<file path="config.mk">
export PLATFORM = sky130hd
export DESIGN_NAME = dram_rw_sched
export DESIGN_NICKNAME = d
export VERILOG_FILES = /design/src/rtl/dram_rw_sched.sv
export SDC_FILE = /design/constraint.sdc
export NUM_CORES = 1
export LEC_CHECK = 0
export ABC_AREA = 1
export ABC_CLOCK_PERIOD_IN_PS = 4100
export CORE_AREA = 3 3 462 464
export DETAILED_ROUTE_END_ITERATION = 7
export DIE_AREA = 0 0 465 467
export DONT_BUFFER_PORTS = 1
export GPL_TIMING_DRIVEN = 0
export PLACE_DENSITY = 0.3
export RECOVER_POWER = 100
export SLEW_MARGIN = 20
export SYNTH_ARGS = -nofsm -noshare
export SYNTH_HDL_FRONTEND = slang
export SYNTH_SLANG_ARGS = --single-unit
export TNS_END_PERCENT = 30
</file>
<file path="constraint.sdc">
create_clock -name i_clk -period 4.1 [get_ports i_clk]
set_input_delay 0.41 -clock i_clk [delete_from_list [all_inputs] [get_ports i_clk]]
set_output_delay 0.41 -clock i_clk [all_outputs]
set_load 0.02 [all_outputs]
</file>
<file path="src/rtl/dram_rw_sched.sv">
// Merges the DRAM read-address and write streams onto one command port.
// Reads are credit limited; writes are protected from read starvation.
//
// Ports:
//   i_clk, i_rst                       clock, synchronous active-high reset
//   dramra_rdy/dramra_ack, i_dramra    read request handshake and address
//   dramw_rdy/dramw_ack                write request handshake
//   i_dramwa, i_dramwd, i_dramw_mask   write address, line data, word mask
//   cmd_rdy/cmd_ack                    command slot handshake
//   o_cmd_we/addr/wd/mask              command payload (wd/mask 0 on reads)
//   dramrd_rdy/dramrd_ack              snooped read-data handshake
//   o_ostd                             outstanding-read count
module dram_rw_sched #(
    parameter int GBW        = 32,
    parameter int DBW        = 16,
    parameter int CSIZE      = 32,
    parameter int MAX_OSTD   = 4,
    parameter int STARVE_LIM = 4,
    localparam int OW = $clog2(MAX_OSTD + 1),
    localparam int SW = $clog2(STARVE_LIM + 1),
    localparam int WDW = DBW * CSIZE
) (
    input  logic             i_clk,
    input  logic             i_rst,
    input  logic             dramra_rdy,
    output logic             dramra_ack,
    input  logic [GBW-1:0]   i_dramra,
    input  logic             dramw_rdy,
    output logic             dramw_ack,
    input  logic [GBW-1:0]   i_dramwa,
    input  logic [WDW-1:0]   i_dramwd,
    input  logic [CSIZE-1:0] i_dramw_mask,
    output logic             cmd_rdy,
    input  logic             cmd_ack,
    output logic             o_cmd_we,
    output logic [GBW-1:0]   o_cmd_addr,
    output logic [WDW-1:0]   o_cmd_wd,
    output logic [CSIZE-1:0] o_cmd_mask,
    input  logic             dramrd_rdy,
    input  logic             dramrd_ack,
    output logic [OW-1:0]    o_ostd
);

    logic             rdy_q, rdy_d;
    logic             we_q, we_d;
    logic [GBW-1:0]   addr_q, addr_d;
    logic [WDW-1:0]   wd_q, wd_d;
    logic [CSIZE-1:0] mask_q, mask_d;
    logic [OW-1:0]    ostd_q, ostd_d;
    logic [SW-1:0]    starve_q, starve_d;

    logic          slot_free;
    logic          held_rd;
    logic [OW:0]   used;
    logic          credit_ok;
    logic          rd_ok;
    logic          starve_hit;
    logic          grant_w;
    logic          grant_r;
    logic          rd_issue;
    logic          rd_done;

    // A read parked in the slot already owns a credit.
    assign held_rd    = rdy_q && !we_q;
    assign used       = {1'b0, ostd_q} + {{OW{1'b0}}, held_rd};
    assign credit_ok  = used < (OW + 1)'(MAX_OSTD);
    assign rd_ok      = dramra_rdy && credit_ok;
    assign starve_hit = starve_q == SW'(STARVE_LIM);

    // Slot can reload in the same cycle its content is consumed.
    assign slot_free = !rdy_q || cmd_ack;
    assign grant_w   = !i_rst && slot_free && dramw_rdy
                     && (!rd_ok || starve_hit);
    assign grant_r   = !i_rst && slot_free && rd_ok && !grant_w;

    assign rd_issue = rdy_q && cmd_ack && !we_q;
    assign rd_done  = dramrd_rdy && dramrd_ack;

    assign dramra_ack = grant_r;
    assign dramw_ack  = grant_w;
    assign cmd_rdy    = rdy_q;
    assign o_cmd_we   = we_q;
    assign o_cmd_addr = addr_q;
    assign o_cmd_wd   = wd_q;
    assign o_cmd_mask = mask_q;
    assign o_ostd     = ostd_q;

    always_comb begin
        rdy_d  = rdy_q;
        we_d   = we_q;
        addr_d = addr_q;
        wd_d   = wd_q;
        mask_d = mask_q;
        if (grant_w) begin
            rdy_d  = 1'b1;
            we_d   = 1'b1;
            addr_d = i_dramwa;
            wd_d   = i_dramwd;
            mask_d = i_dramw_mask;
        end else if (grant_r) begin
            rdy_d  = 1'b1;
            we_d   = 1'b0;
            addr_d = i_dramra;
            wd_d   = '0;
            mask_d = '0;
        end else if (cmd_ack) begin
            rdy_d  = 1'b0;
        end
    end

    always_comb begin
        ostd_d = ostd_q;
        if (rd_issue && !rd_done && ostd_q != OW'(MAX_OSTD)) begin
            ostd_d = ostd_q + OW'(1);
        end else if (rd_done && !rd_issue && ostd_q != '0) begin
            ostd_d = ostd_q - OW'(1);
        end
    end

    // Counts read wins over a waiting write; any idle write cycle clears it.
    always_comb begin
        starve_d = starve_q;
        if (!dramw_rdy || grant_w) begin
            starve_d = '0;
        end else if (grant_r && !starve_hit) begin
            starve_d = starve_q + SW'(1);
        end
    end

    always_ff @(posedge i_clk) begin
        if (i_rst) begin
            rdy_q    <= 1'b0;
            we_q     <= 1'b0;
            addr_q   <= '0;
            wd_q     <= '0;
            mask_q   <= '0;
            ostd_q   <= '0;
            starve_q <= '0;
        end else begin
            rdy_q    <= rdy_d;
            we_q     <= we_d;
            addr_q   <= addr_d;
            wd_q     <= wd_d;
            mask_q   <= mask_d;
            ostd_q   <= ostd_d;
            starve_q <= starve_d;
        end
    end

`ifndef SYNTHESIS
    always @(posedge i_clk) begin
        if (!i_rst) begin
            assert (!(rd_done && !rd_issue && ostd_q == '0))
            else $error("dram_rw_sched: read data with none outstanding");
        end
    end
`endif

endmodule

</file>
# After elaboration in Yosys (flattened, before gate mapping)
# Cells that the tools add are included.
op_classes:
  n_addsub: 4
  order_cmp: 1
  eq_ne: 2
  muxes: 13
  reduce_logical: 32
op_table:
  columns: ["operator", "count"]
  rows:
  - ["$mux 512", 2]
  - ["$mux 32", 4]
  - ["$logic_and 1x1->1", 15]
  - ["$logic_not 1->1", 9]
  - ["$add 3x1->3 const B", 2]
  - ["$mux 3", 2]
  - ["$reduce_bool 3->1", 2]
  - ["$mux 1", 5]
  - ["$add 3x1->4", 1]
  - ["$lt 4x3->1 const B", 1]
  - ["$reduce_bool 2->1", 2]
  - ["$eq 3x3->1 const B", 1]
  - ["$logic_or 1x1->1", 3]
  - ["$ne 3x3->1 const B", 1]
  - ["$sub 3x1->3 const B", 1]
  - ["$reduce_or 2->1", 1]
totals:
  register_bits: 584
  input_bits: 615
  out_inout_bits: 583
  wordCells: 59

# Depth between registers and ports, before layout
logic_depth:
  word_depth: 12
  ltp_mapped: 10
  mapped_depth_nobuf: 10

# Worst setup path after synthesis
# No wires, ideal clock.
synth_timing:
  path_type: "flip-flop to output port"
  startpoint: "register ostd_q[1], in the netlist o_ostd[1]"
  endpoint: "output port dramra_ack"
  t_arrival_ns: 1.533
  required_time_ns: 3.690
  setup_slack_ns: 2.157
  path_stages_with_launch: 9
  path_buffers: 1
  path_cell_list: "dfxtp_1 > nand2_1 > inv_1 > nand2_1 > nand3_2 > clkbuf_1 > nand2_1 > inv_1 > nor2_1"
synth_between:
  elab_chain_cells: 8
  elab_cells_between_ends: 9
  cone_classes: "add/sub (1); order compare (1); reduce/logical (7)"
synth_lines:
  columns: ["element", "line_no", "text"]
  rows:
  - ["from (decl)", "49", "logic [OW-1:0] ostd_q, ostd_d;"]
  - ["from (signal assigned)", "145", "ostd_q <= ostd_d;"]
  - ["$add 3x1->4", "65", "assign used = {1'b0, ostd_q} + {{OW{1'b0}}, held_rd};"]
  - ["$lt 4x3->1", "66", "assign credit_ok = used < (OW + 1)'(MAX_OSTD);"]
  - ["$logic_and 1x1->1", "67", "assign rd_ok = dramra_rdy && credit_ok;"]
  - ["$logic_not 1->1", "73", "&& (!rd_ok || starve_hit);"]
  - ["$logic_or 1x1->1", "73", null]
  - ["$logic_and 1x1->1", "73", null]
  - ["named net dramw_ack", "29", "output logic dramw_ack,"]
  - ["$logic_not 1->1", "74", "assign grant_r = !i_rst && slot_free && rd_ok && !grant_w;"]
  - ["$logic_and 1x1->1", "74", null]
  - ["to (decl)", "26", "output logic dramra_ack,"]
# The timed path passes the listed nets, and every way through them passes these cells.

# Worst setup path after layout
layout_timing:
  startpoint: "register ostd_q[1], in the netlist o_ostd[1]"
  endpoint: "register wd_q[353], in the netlist o_cmd_wd[353]"
layout_between:
  elab_chain_cells: 9
  elab_cells_between_ends: 11
  cone_classes: "add/sub (1); order compare (1); mux (1); reduce/logical (8)"
layout_lines:
  columns: ["element", "line_no", "text"]
  rows:
  - ["$add 3x1->4 *", "65", null]
  - ["$lt 4x3->1 *", "66", null]
  - ["$logic_and 1x1->1 *", "67", null]
  - ["$logic_not 1->1", "73", null]
  - ["$logic_or 1x1->1", "73", null]
  - ["$logic_and 1x1->1", "73", null]
  - ["$logic_not 1->1", "74", null]
  - ["$logic_and 1x1->1", "74", null]
  - ["$reduce_bool 2->1 (no source line)", null, null]
  - ["to (signal assigned)", "143", "wd_q <= wd_d;"]
  - ["to (decl)", "47", "logic [WDW-1:0] wd_q, wd_d;"]
# Mark *: on every way between the ends. The rest lies on a longest branch, timed or not.
# A chain may end at the register's enable or synchronous reset.

==> results_dict.tcl <==
set metrics [dict create \
    syn_area_um2 22800 \
    ys_ff_latch 584 \
    yosysTopAreaCellShare_pct 51.2 \
    status "completed" \
    cts_buffers 77 \
    grt_max_degree 17 \
    num_vias 25269 \
    setup_viol 0 \
    fin_hold_ws_ps 100 \
    rsz0062_at_grt "false" \
    min_period_ps 3640 \
    crit_fanout 17 \
    drc_errors 0 \
    wirelength_mm 177 \
    crit_path_cell_trace "nand2_1 -> inv_1 -> nand2_1 -> nand3_4 -> clkbuf_1 -> buf_2 -> nand3_1 -> a21oi_1" \
    skew_ps 17.2 \
    wl_per_cell_um 27.6 \
    crit_path_frequent_cell "nand2_1" \
    yosys.cell_types.count 23 \
    area_delta_synth_final_pct 52.6 \
    min_path_type "input pin to register" \
    p_leak_nw 11.5 \
    nets 4136 \
    drv_slew 0 \
    synth_warnings 0 \
    floorplan.die.height_um 467 \
    port_buffers 0 \
    synth.avg_cell_area_um2 8.05 \
    start_kind "register" \
    die-area_um2 217000 \
    hold_violations 0 \
    ctsHtreeMaxLevel 3 \
    core_area_um2 210000 \
    ant_nets 0 \
    dr.pass1.iters 6 \
    fp.dieW_um 465 \
    final_cell_mix "1128 x nand3_1, 605 x dlygate4sd3_1, 583 x dfxtp_1" \
    fin_util_pct 16.6 \
    via_per_inst 3.95 \
    grt_pass1_wl_mm 233 \
    cts.sinks 584 \
    yosys-top-cells-area "dfxtp_1 51%, nand3_1 25%, a21oi_1 13%" \
    final_common_cell "nand3_1" \
    grt_usage_pct 15.5 \
    fmax_mhz 275 \
    slowest_delay_ps 930 \
    root_buffer "clkbuf_16" \
    routabilityCongestion 0.933 \
    seq_area_frac_synth_pct 51.2 \
    antenna_found_initial 57 \
    slew_headroom_pct 19.4 \
    drive_gt1_share_pct 8.90 \
    cap_violations 0 \
    cp-end-kind "register" \
    cts_tree "yes" \
    drt_iter0_markers 1417 \
    cts.path.max_buffers 3 \
    synth_nets 3452 \
    ios 1198 \
    crit_slowest_cell "clkbuf_1" \
    powerDensity_nw_per_um2 438 \
    grt_pass1_vias 25457 \
    arrival_ps 4240 \
    ir_drop_mv 0.276 \
    fp-row-count 168 \
    worst_pin_slew_ps 1210 \
    grt-ovfl-total 0 \
    path_clk_slew_ps 60 \
    finalCritPeriodShare_pct 88.8 \
    insertion_delay_ps 680 \
    initial_core_util_pct 10.9 \
    required_ps 4700 \
    synth_top_area_cell "dfxtp_1" \
    syn_inst 2834 \
    criticalPathCategory "register to register" \
    hpwl_mm 147 \
]
## final cells by class
class	count	area [µm²]
antenna	24	60.1
buffer	323	1570
clock buffer	113	2260
clock inverter	20	184
fill	24016	175000
inverter	51	194
multi-input combinational	1875	9300
sequential	584	11700
tap	2805	3510
timing repair buffer	606	6060
## per-layer routing
metal / GRT usage (%) / share of wire (%)
met4: 4.64 / 3.1
met3: 6.92 / 11
met2: 27.2 / 49
met5: 0 / 0.061
met1: 16.7 / 37
## per-stage QoR
stage          cell area, µm²  setup slack [ps]  instances  power (mW)  setup TNS (ps)
5_1_grt                 34800               125       6392        15.9               0
4_1_cts                 34800               150       6377        15.6               0
6_report                34800               460       6401        15.3               0
3_3_place_gp            26300             -63.3       5639        8.10           -63.3
2_1_floorplan           22800              2160       2834        7.28               0
3_5_place_dp            26300             -77.6       5639        8.10           -77.6
## power by group
group | internal (mW) | switching (mW)
clock | 3.93 | 2.84
combinational | 0.752 | 1.27
sequential | 5.89 | 0.580
## registers in the layout, indices dropped and copies added, names as in the netlist
register,cells
o_ostd,3
o_cmd_we,1
starve_q,3
o_cmd_wd,512
o_cmd_addr,32
o_cmd_mask,32
cmd_rdy,1
## critical path, delay by kind of cell (launching register included)
kind / cells / cell delay (ps)
buf+inv: 3 / 1470
simple gates: 4 / 1040
compound gates: 1 / 240
flops: 1 / 780
## path summary, 6_finish.rpt
path	startpoint	endpoint	slack [ps]	cells past startpoint
worst min register to register	starve_q[1]	starve_q[1]	490	2
worst min-delay path	i_dramwd[356]	o_cmd_wd[356]	100	2
worst max register to register	o_ostd[1]	o_cmd_wd[353]	460	8
worst max-delay path	o_ostd[1]	o_cmd_wd[353]	460	8
## synth_stat cells, drive strengths merged
cell type / instances
nand3: 1130
dfxtp: 584
a21oi: 581
buf: 251
nor2: 74
clkbuf: 73
inv: 51
nand2: 48
o21ai: 34
nand4: 3
ha: 2
a31oi: 1
fa: 1
xor2: 1
## cell families after synthesis
kind of cell / synth area share (%)
flip-flops: 51.2
AO/OA/AOI/OAI: 13.5
adder cells (fa/ha/maj): 0.197
AND/OR/NAND/NOR: 27.0
buffers and inverters: 8.04
XOR/XNOR: 0.0384
## timing repair
action,in CTS,in global routing
setup buffers,1,0
endpoints found under the setup margin,2,0
hold buffers,605,0
gates resized for setup,2,0
endpoints found under the hold margin,576,0
No activity file was read; power rests on OpenSTA's default activity.
